$ cat config.mk
export PLATFORM = sky130hd
export DESIGN_NAME = reg_scoreboard
export DESIGN_NICKNAME = d
export VERILOG_FILES = /design/src/rtl/reg_scoreboard_pkg.sv /design/src/rtl/reg_scoreboard_decoder_n.sv /design/src/rtl/reg_scoreboard.sv
export SDC_FILE = /design/constraint.sdc
export NUM_CORES = 1
export LEC_CHECK = 0
export CORE_UTILIZATION = 51
export DETAILED_ROUTE_END_ITERATION = 16
export GPL_TIMING_DRIVEN = 0
export MAX_ROUTING_LAYER = met4
export PLACE_DENSITY_LB_ADDON = 0.08
export SYNTH_ARGS = -nofsm -noshare
export SYNTH_HDL_FRONTEND = slang
export SYNTH_SLANG_ARGS = --single-unit
$ cat constraint.sdc
create_clock -name clk -period 14.28 [get_ports clk]
set_input_delay 2.856 -clock clk [delete_from_list [all_inputs] [get_ports clk]]
set_output_delay 2.856 -clock clk [all_outputs]
set_load 0.03 [all_outputs]
$ cat src/rtl/reg_scoreboard_pkg.sv
// Shared definitions for the register scoreboard: default address width,
// register-address type and the hard-wired zero register.
package reg_scoreboard_pkg;

    localparam int ADDR_W_DEF = 5;

    typedef logic [ADDR_W_DEF-1:0] reg_addr_t;

    localparam reg_addr_t REG_ZERO = '0;

endpackage

$ cat src/rtl/reg_scoreboard_decoder_n.sv
// Enabled binary-to-one-hot decoder; output is all zeros when en is low.
module decoder_n #(
    parameter int ADDR_W = 5
) (
    input  logic                   en,
    input  logic [ADDR_W-1:0]      addr,
    output logic [2**ADDR_W-1:0]   onehot
);

    always_comb begin
        onehot = '0;
        if (en) begin
            onehot[addr] = 1'b1;
        end
    end

endmodule

$ cat src/rtl/reg_scoreboard.sv
// Register scoreboard: tracks destination registers with a pending write,
// with same-cycle writeback bypass on the operand and issue checks.
module reg_scoreboard
    import reg_scoreboard_pkg::*;
#(
    parameter int ADDR_W = ADDR_W_DEF,
    parameter int NREGS  = 2**ADDR_W
) (
    input  logic              clk,
    input  logic              reset_n,
    input  logic              iss_valid,
    input  logic [ADDR_W-1:0] iss_addr,
    output logic              iss_ready,
    input  logic              wb_valid,
    input  logic [ADDR_W-1:0] wb_addr,
    input  logic [ADDR_W-1:0] rs_addr,
    input  logic [ADDR_W-1:0] rt_addr,
    output logic              rs_busy,
    output logic              rt_busy,
    output logic [NREGS-1:0]  busy_vec,
    output logic [ADDR_W:0]   busy_count,
    output logic              wb_err
);

    localparam logic [ADDR_W-1:0] ZERO = ADDR_W'(REG_ZERO);

    logic             fire;
    logic             wb_clr;
    logic [NREGS-1:0] set_mask;
    logic [NREGS-1:0] clr_mask;
    logic [NREGS-1:0] busy_nxt;

    function automatic logic [ADDR_W:0] popcount(input logic [NREGS-1:0] v);
        logic [ADDR_W:0] c;
        c = '0;
        for (int i = 0; i < NREGS; i++) begin
            c = c + (ADDR_W+1)'(v[i]);
        end
        return c;
    endfunction

    // A register being released this cycle may be reclaimed immediately.
    assign iss_ready = (iss_addr == ZERO) || !busy_vec[iss_addr]
                       || (wb_valid && (wb_addr == iss_addr));
    assign fire      = iss_valid && iss_ready && (iss_addr != ZERO);
    assign wb_clr    = wb_valid && (wb_addr != ZERO);

    // Bit 0 is never set, so register 0 reads as not busy without a special case.
    assign rs_busy = busy_vec[rs_addr] && !(wb_valid && (wb_addr == rs_addr));
    assign rt_busy = busy_vec[rt_addr] && !(wb_valid && (wb_addr == rt_addr));

    decoder_n #(.ADDR_W(ADDR_W)) u_set_dec (
        .en     (fire),
        .addr   (iss_addr),
        .onehot (set_mask)
    );

    decoder_n #(.ADDR_W(ADDR_W)) u_clr_dec (
        .en     (wb_clr),
        .addr   (wb_addr),
        .onehot (clr_mask)
    );

    // Set is OR'd after the clear so a same-address claim wins over a release.
    always_comb begin
        busy_nxt    = (busy_vec & ~clr_mask) | set_mask;
        busy_nxt[0] = 1'b0;
    end

    always_ff @(posedge clk or negedge reset_n) begin
        if (!reset_n) begin
            busy_vec   <= '0;
            busy_count <= '0;
            wb_err     <= 1'b0;
        end else begin
            busy_vec   <= busy_nxt;
            busy_count <= popcount(busy_nxt);
            if (wb_clr && !busy_vec[wb_addr]) begin
                wb_err <= 1'b1;
            end
        end
    end

endmodule

==> impl_metrics.tcl, run 1 <==
set metrics [dict create \
    critPathArrivalTime_ns 9.42 \
    drv_cap 0 \
    drt_pass1_iterations 7 \
    port_buffers 51 \
    synth-seq-area-share_pct 24.9 \
    cp.required_ns 14.50 \
    setup_tns_ns 0 \
    clkTransAtPathRegs_ns 0.08 \
    cts_root_buf "clkbuf_8" \
    remaining_drc_errors 0 \
    numCtsBuffers 5 \
    track_usage_pct 32.9 \
    postSynthCellCount 357 \
    holdBufCountCts 0 \
    maxUsedRoutingLayer "met4" \
    synth_cell_types 47 \
    grt_pass1_wl_um 18000 \
    worst_pin_slew_ns 0.892 \
    hold_viol_final 0 \
    wl_met2_um 5810 \
    ys_seq_elements 38 \
    first_iter_violations 263 \
    syn_nets 411 \
    fin_skew_ns 0.00585 \
    wl_met1_um 4950 \
    dp_hpwl_um 9160 \
    crit_fanout 10 \
    start_util_pct 52.6 \
    via_per_inst 6.57 \
    cts_resized 0 \
    routed-wl-met3_um 892 \
    die_w_um 88.5 \
    p_per_area_nw_per_um2 255 \
    drtAntennaViolNets 0 \
    htree_levels 2 \
    fmax_mhz 109 \
    vdd_drop_max_v 0.000614 \
    ios 66 \
    synth_top_cell_by_area "dfrtp_1" \
    die_area_um2 7830 \
    cts_tree "built" \
    synth_area_um2 3820 \
    relSlewSlack_pct 40.5 \
    layout-drive-gt1-share_pct 13.2 \
    diodes 0 \
    status "finished clean" \
    grt_max_degree 39 \
    fillCellCount 642 \
    die_h_um 88.5 \
    crit_path_end_kind "register" \
    synth_ff_type "dfrtp_1" \
    yosys_warnings 0 \
    finalPower_mw 1.16 \
    num_vias 3386 \
    synth_area_leaders "dfrtp_1, mux4_2, fa_1, mux2i_1, o31ai_1" \
    p_leak_nw 1.84 \
    core_area_um2 7250 \
    synth_edf_count 0 \
    async_reset_ff_share_pct 100 \
    place.gp.congestion 0.891 \
    num_rows 31 \
    fin_crit_sh_pct 64.4 \
    final_common_cell "clkdlybuf4s50_1" \
    syn_to_final_growth_pct 18.9 \
    path_class "input port to register" \
    postCtsSetupBuffers 0 \
    routed_wl_um 12000 \
    antenna_found_initial 0 \
    cts.sinks 38 \
    multi_input_area_um2 2600 \
    yosysTopAreaCellShare_pct 24.9 \
    avgRoutedWirePerCell_um 23.3 \
    setup_viol 0 \
    final_cell_mix "clkdlybuf4s50_1, dfrtp_1, o21ai_0, mux2i_1, inv_1" \
    num-nets-final 469 \
    seq_area_um2 951 \
    clk_path_buf_depth 2 \
    drv_slew 0 \
    fin_crit_ns 9.20 \
    min_path_type "register to register" \
    gr-total-overflow 0 \
    clock_latency_ns 0.30 \
    syn_area_per_cell_um2 10.7 \
    rsz0062_at_grt "false" \
    grt_pass1_vias 3274 \
    critPathLaunchType "input port" \
]
-- area by class of cell --
type	instances	area share, %
multi-input cells	260	57.2
flip-flops and latches	38	21.0
clock buffers	7	1.90
repair buffers	51	11.1
inverters	28	2.32
clock inverters	1	0.110
plain buffers	31	3.61
well taps	99	2.73
-- state kept, by name, summed over array words and instances (netlist names) --
register,cells
wb_err,1
busy_count,6
busy_vec,31
-- worst max-delay path, cell delays in order --
cell      delay (ns)
buf_2           0.19
or3b_1          0.14
clkbuf_1        0.37
o22ai_1         0.18
o31ai_2         0.37
a31oi_2         0.25
buf_4           0.25
o31ai_1         0.48
fa_1            0.50
fa_1            0.48
fa_1            0.52
fa_1            0.54
fa_1            0.55
inv_1           0.05
fa_1            0.53
fa_1            0.19
inv_1           0.06
fa_1            0.40
a21o_1          0.19
a21oi_1         0.17
xnor2_1         0.13
-- routing by layer --
| layer | global-route usage (%) | vias to the layer above |
|---|---|---|
| met5 | - | - |
| met3 | 4.94 | 31 |
| li1 | - | 1453 |
| met2 | 52.2 | 185 |
| met1 | 43.3 | 1717 |
| met4 | 11.6 | 0 |
-- cells in the mapped netlist, types with 5 or more instances --
master / instances
o21ai_0: 33
nand3_1: 9
a21oi_1: 6
xnor2_1: 8
xor2_1: 10
clkbuf_1: 15
nand3b_1: 8
mux4_2: 23
nand2_1: 7
ha_1: 7
nor2_1: 7
o31a_1: 15
o31ai_1: 23
buf_2: 5
buf_4: 5
dfrtp_1: 38
inv_1: 27
mux2i_1: 30
fa_1: 23
o21ai_1: 9
-- path summary, 6_finish.rpt --
check                            start       endpoint  slack [ns]  cells past startpoint
min                             wb_err         wb_err        0.50                      2
max                        iss_addr[3]  busy_count[4]        5.08                     21
max in group asynchronous      reset_n   busy_vec[13]       11.05                      1
min in group asynchronous      reset_n   busy_vec[23]        2.67                      1
min reg2reg                     wb_err         wb_err        0.50                      2
max reg2reg                busy_vec[8]  busy_count[4]        7.70                     20
-- stage by stage --
step	hold WS, ns	util (%)	cells	setup slack (ns)	instance area [um^2]
global route	0.522	62.6	515	4.74	4540
finish	0.502	62.6	515	5.08	4540
CTS	0.501	62.6	515	5.08	4540
floorplan	0.645	-	357	5.49	3820
detailed placement	0.480	61.3	507	4.79	4450
global placement	0.462	61.4	507	4.84	4450
-- report_power, final --
group	switching [mW]	internal [mW]	total (mW)
sequential	0.0397	0.150	0.190
combinational	0.481	0.407	0.888
clock	0.0412	0.0390	0.0802
-- cell families after synthesis --
family,share of synthesized area [%]
compound gates,20.3
xor+xnor,4.13
fa+ha+maj,14.4
mux,21.4
flops,24.9
simple gates,7.70
other cells,0.0982
buf+inv,7.05
(Power assumes the default switching activity.)
==> run 2: changes to the inputs <==
==> constraint.sdc (replaced) <==
create_clock -name clk -period 9.35 [get_ports clk]
set_input_delay 1.87 -clock clk [delete_from_list [all_inputs] [get_ports clk]]
set_output_delay 1.87 -clock clk [all_outputs]
set_load 0.03 [all_outputs]
==> results of run 2 <==
The final DEF is identical to that of run 1. Status: finished clean.
Among the figures that moved: setup slack after placement 4.79 ns -> 0.846 ns; setup slack after layout 5.08 ns -> 1.14 ns; register-to-register setup slack 7.70 ns -> 2.77 ns; total power 1.16 mW -> 1.77 mW; worst IR drop on VDD 0.000614 V -> 0.000937 V
==> run 3: changes to the inputs <==
--- a/config.mk
+++ b/config.mk
@@ -9,7 +9,7 @@
 export DETAILED_ROUTE_END_ITERATION = 16
 export GPL_TIMING_DRIVEN = 0
 export MAX_ROUTING_LAYER = met4
-export PLACE_DENSITY_LB_ADDON = 0.08
+export PLACE_DENSITY = 0.81
 export SYNTH_ARGS = -nofsm -noshare
 export SYNTH_HDL_FRONTEND = slang
 export SYNTH_SLANG_ARGS = --single-unit
==> impl_metrics.tcl, run 3 (synthesis gave the netlist of run 1 again) <==
set metrics [dict create \
    status "finished clean" \
    drtAntennaViolNets 0 \
    holdPathStages 2 \
    setup_viol 0 \
    layout-drive-gt1-share_pct 13.0 \
    start_util_pct 52.6 \
    cts_resized 0 \
    die_area_um2 7830 \
    grt_max_degree 39 \
    p_leak_nw 1.84 \
    htree_levels 2 \
    dp_hpwl_um 9150 \
    hold-path-endpoint "wb_err" \
    rsz0062_at_grt "false" \
    clkTransAtPathRegs_ns 0.07 \
    holdBufCountCts 0 \
    num_vias 3393 \
    place.gp.congestion 0.923 \
    largest_register "busy_vec" \
    placed_cell_area_um2 4450 \
    cts.sinks 38 \
    cp.required_ns 9.57 \
    routed_wl_um 11900 \
    fin_crit_ns 8.19 \
    cts_tree "built" \
    avgRoutedWirePerCell_um 23.1 \
    path_class "input port to register" \
    postCtsSetupBuffers 0 \
    gr-total-overflow 0 \
    num_rows 31 \
    relSlewSlack_pct 40.6 \
    fin_skew_ns 0.00770 \
    clock_latency_ns 0.29 \
    critPathLaunchType "input port" \
    fin_crit_sh_pct 87.6 \
    critPathArrivalTime_ns 8.41 \
    stdcell_area_um2 4530 \
    largest_reg_flops 31 \
    num-nets-final 469 \
    crit_fanout 10 \
    final_common_cell "clkdlybuf4s50_1" \
    fmax_mhz 122 \
    diodes 0 \
    setup_tns_ns 0 \
    worst_pin_slew_ns 0.891 \
    core_area_um2 7250 \
    clk_path_buf_depth 2 \
    grt_pass1_wl_um 18400 \
    port_buffers 51 \
    via_per_inst 6.61 \
    rr_worst_depth 20 \
    die_h_um 88.5 \
    vdd_drop_max_v 0.000971 \
    grt_pass1_vias 3407 \
    min_path_type "register to register" \
    min_from "wb_err" \
    fin_util_pct 62.4 \
    ios 66 \
    first_iter_violations 281 \
    antenna_found_initial 0 \
    crit_path_end_kind "register" \
    ff2ff_setup_slack_ns 2.65 \
    drv_cap 0 \
    cts_root_buf "clkbuf_8" \
    drv_slew 0 \
    reg_top3 "busy_vec (31), busy_count (6), wb_err (1)" \
    drt_pass1_iterations 5 \
    remaining_drc_errors 0 \
    numCtsBuffers 5 \
    track_usage_pct 33.2 \
    final_cell_mix "clkdlybuf4s50_1, dfrtp_1, o21ai_0, mux2i_1, inv_1" \
    r2r-end "busy_count[4]" \
    p_per_area_nw_per_um2 398 \
    r2r_start "busy_vec[13]" \
    hold_viol_final 0 \
    syn_to_final_growth_pct 18.6 \
    die_w_um 88.5 \
]
-- run 3: metrics by stage --
step                total power [mW]  cells  setup slack [ns]  hold WS, ns
finish                          1.80    513              1.16        0.497
global route                    2.00    513             0.853        0.533
CTS                             1.83    513              1.17        0.495
detailed placement              1.71    507             0.881        0.477
global placement                1.66    507             0.931        0.461
floorplan                       1.33    357              1.55        0.645
-- run 3: layer usage --
layer  global-route usage, %  share of wire, %
met2                    54.5                50
met4                    12.9               3.4
met3                    3.82               7.4
met1                    42.1                39
met5                       -                 0
-- run 3: final cells by class --
type / count / area [um^2]
Multi-Input combinational cell: 260 / 2600
Tap cell: 99 / 124
Timing Repair Buffer: 51 / 505
Sequential cell: 38 / 951
Clock buffer: 6 / 82.6
Inverter: 28 / 105
Fill cell: 632 / 2720
Buffer: 31 / 164
-- run 3: worst max-delay path by stage --
stage	startpoint	to	slack, ns	cells after the start
after floorplan	iss_addr[3]	busy_count[4]	1.55	22
after global placement	iss_addr[3]	busy_count[4]	0.93	21
after detailed placement	iss_addr[3]	busy_count[4]	0.88	21
after CTS	iss_addr[3]	busy_count[4]	1.17	21
after global routing	iss_addr[3]	busy_count[4]	0.85	21
final	iss_addr[3]	busy_count[4]	1.16	21
-- run 3: power breakdown --
part	internal [mW]	switching, mW	total, mW
registers	0.230	0.0616	0.291
logic	0.633	0.765	1.40
clock network	0.0569	0.0579	0.115
total	0.919	0.884	1.80
-- run 3: critical path, stage by stage --
cell and delay, ns:
buf_2 0.15, nand3b_1 0.36, o221ai_1 0.34, nor4_2 0.48
a31oi_4 0.23, buf_6 0.21, o31a_1 0.30, fa_1 0.55
inv_1 0.06, fa_1 0.50, fa_1 0.52, fa_1 0.54
fa_1 0.54, inv_1 0.05, fa_1 0.53, fa_1 0.18
inv_1 0.06, fa_1 0.40, a21o_1 0.19, a21oi_1 0.19
xnor2_1 0.14
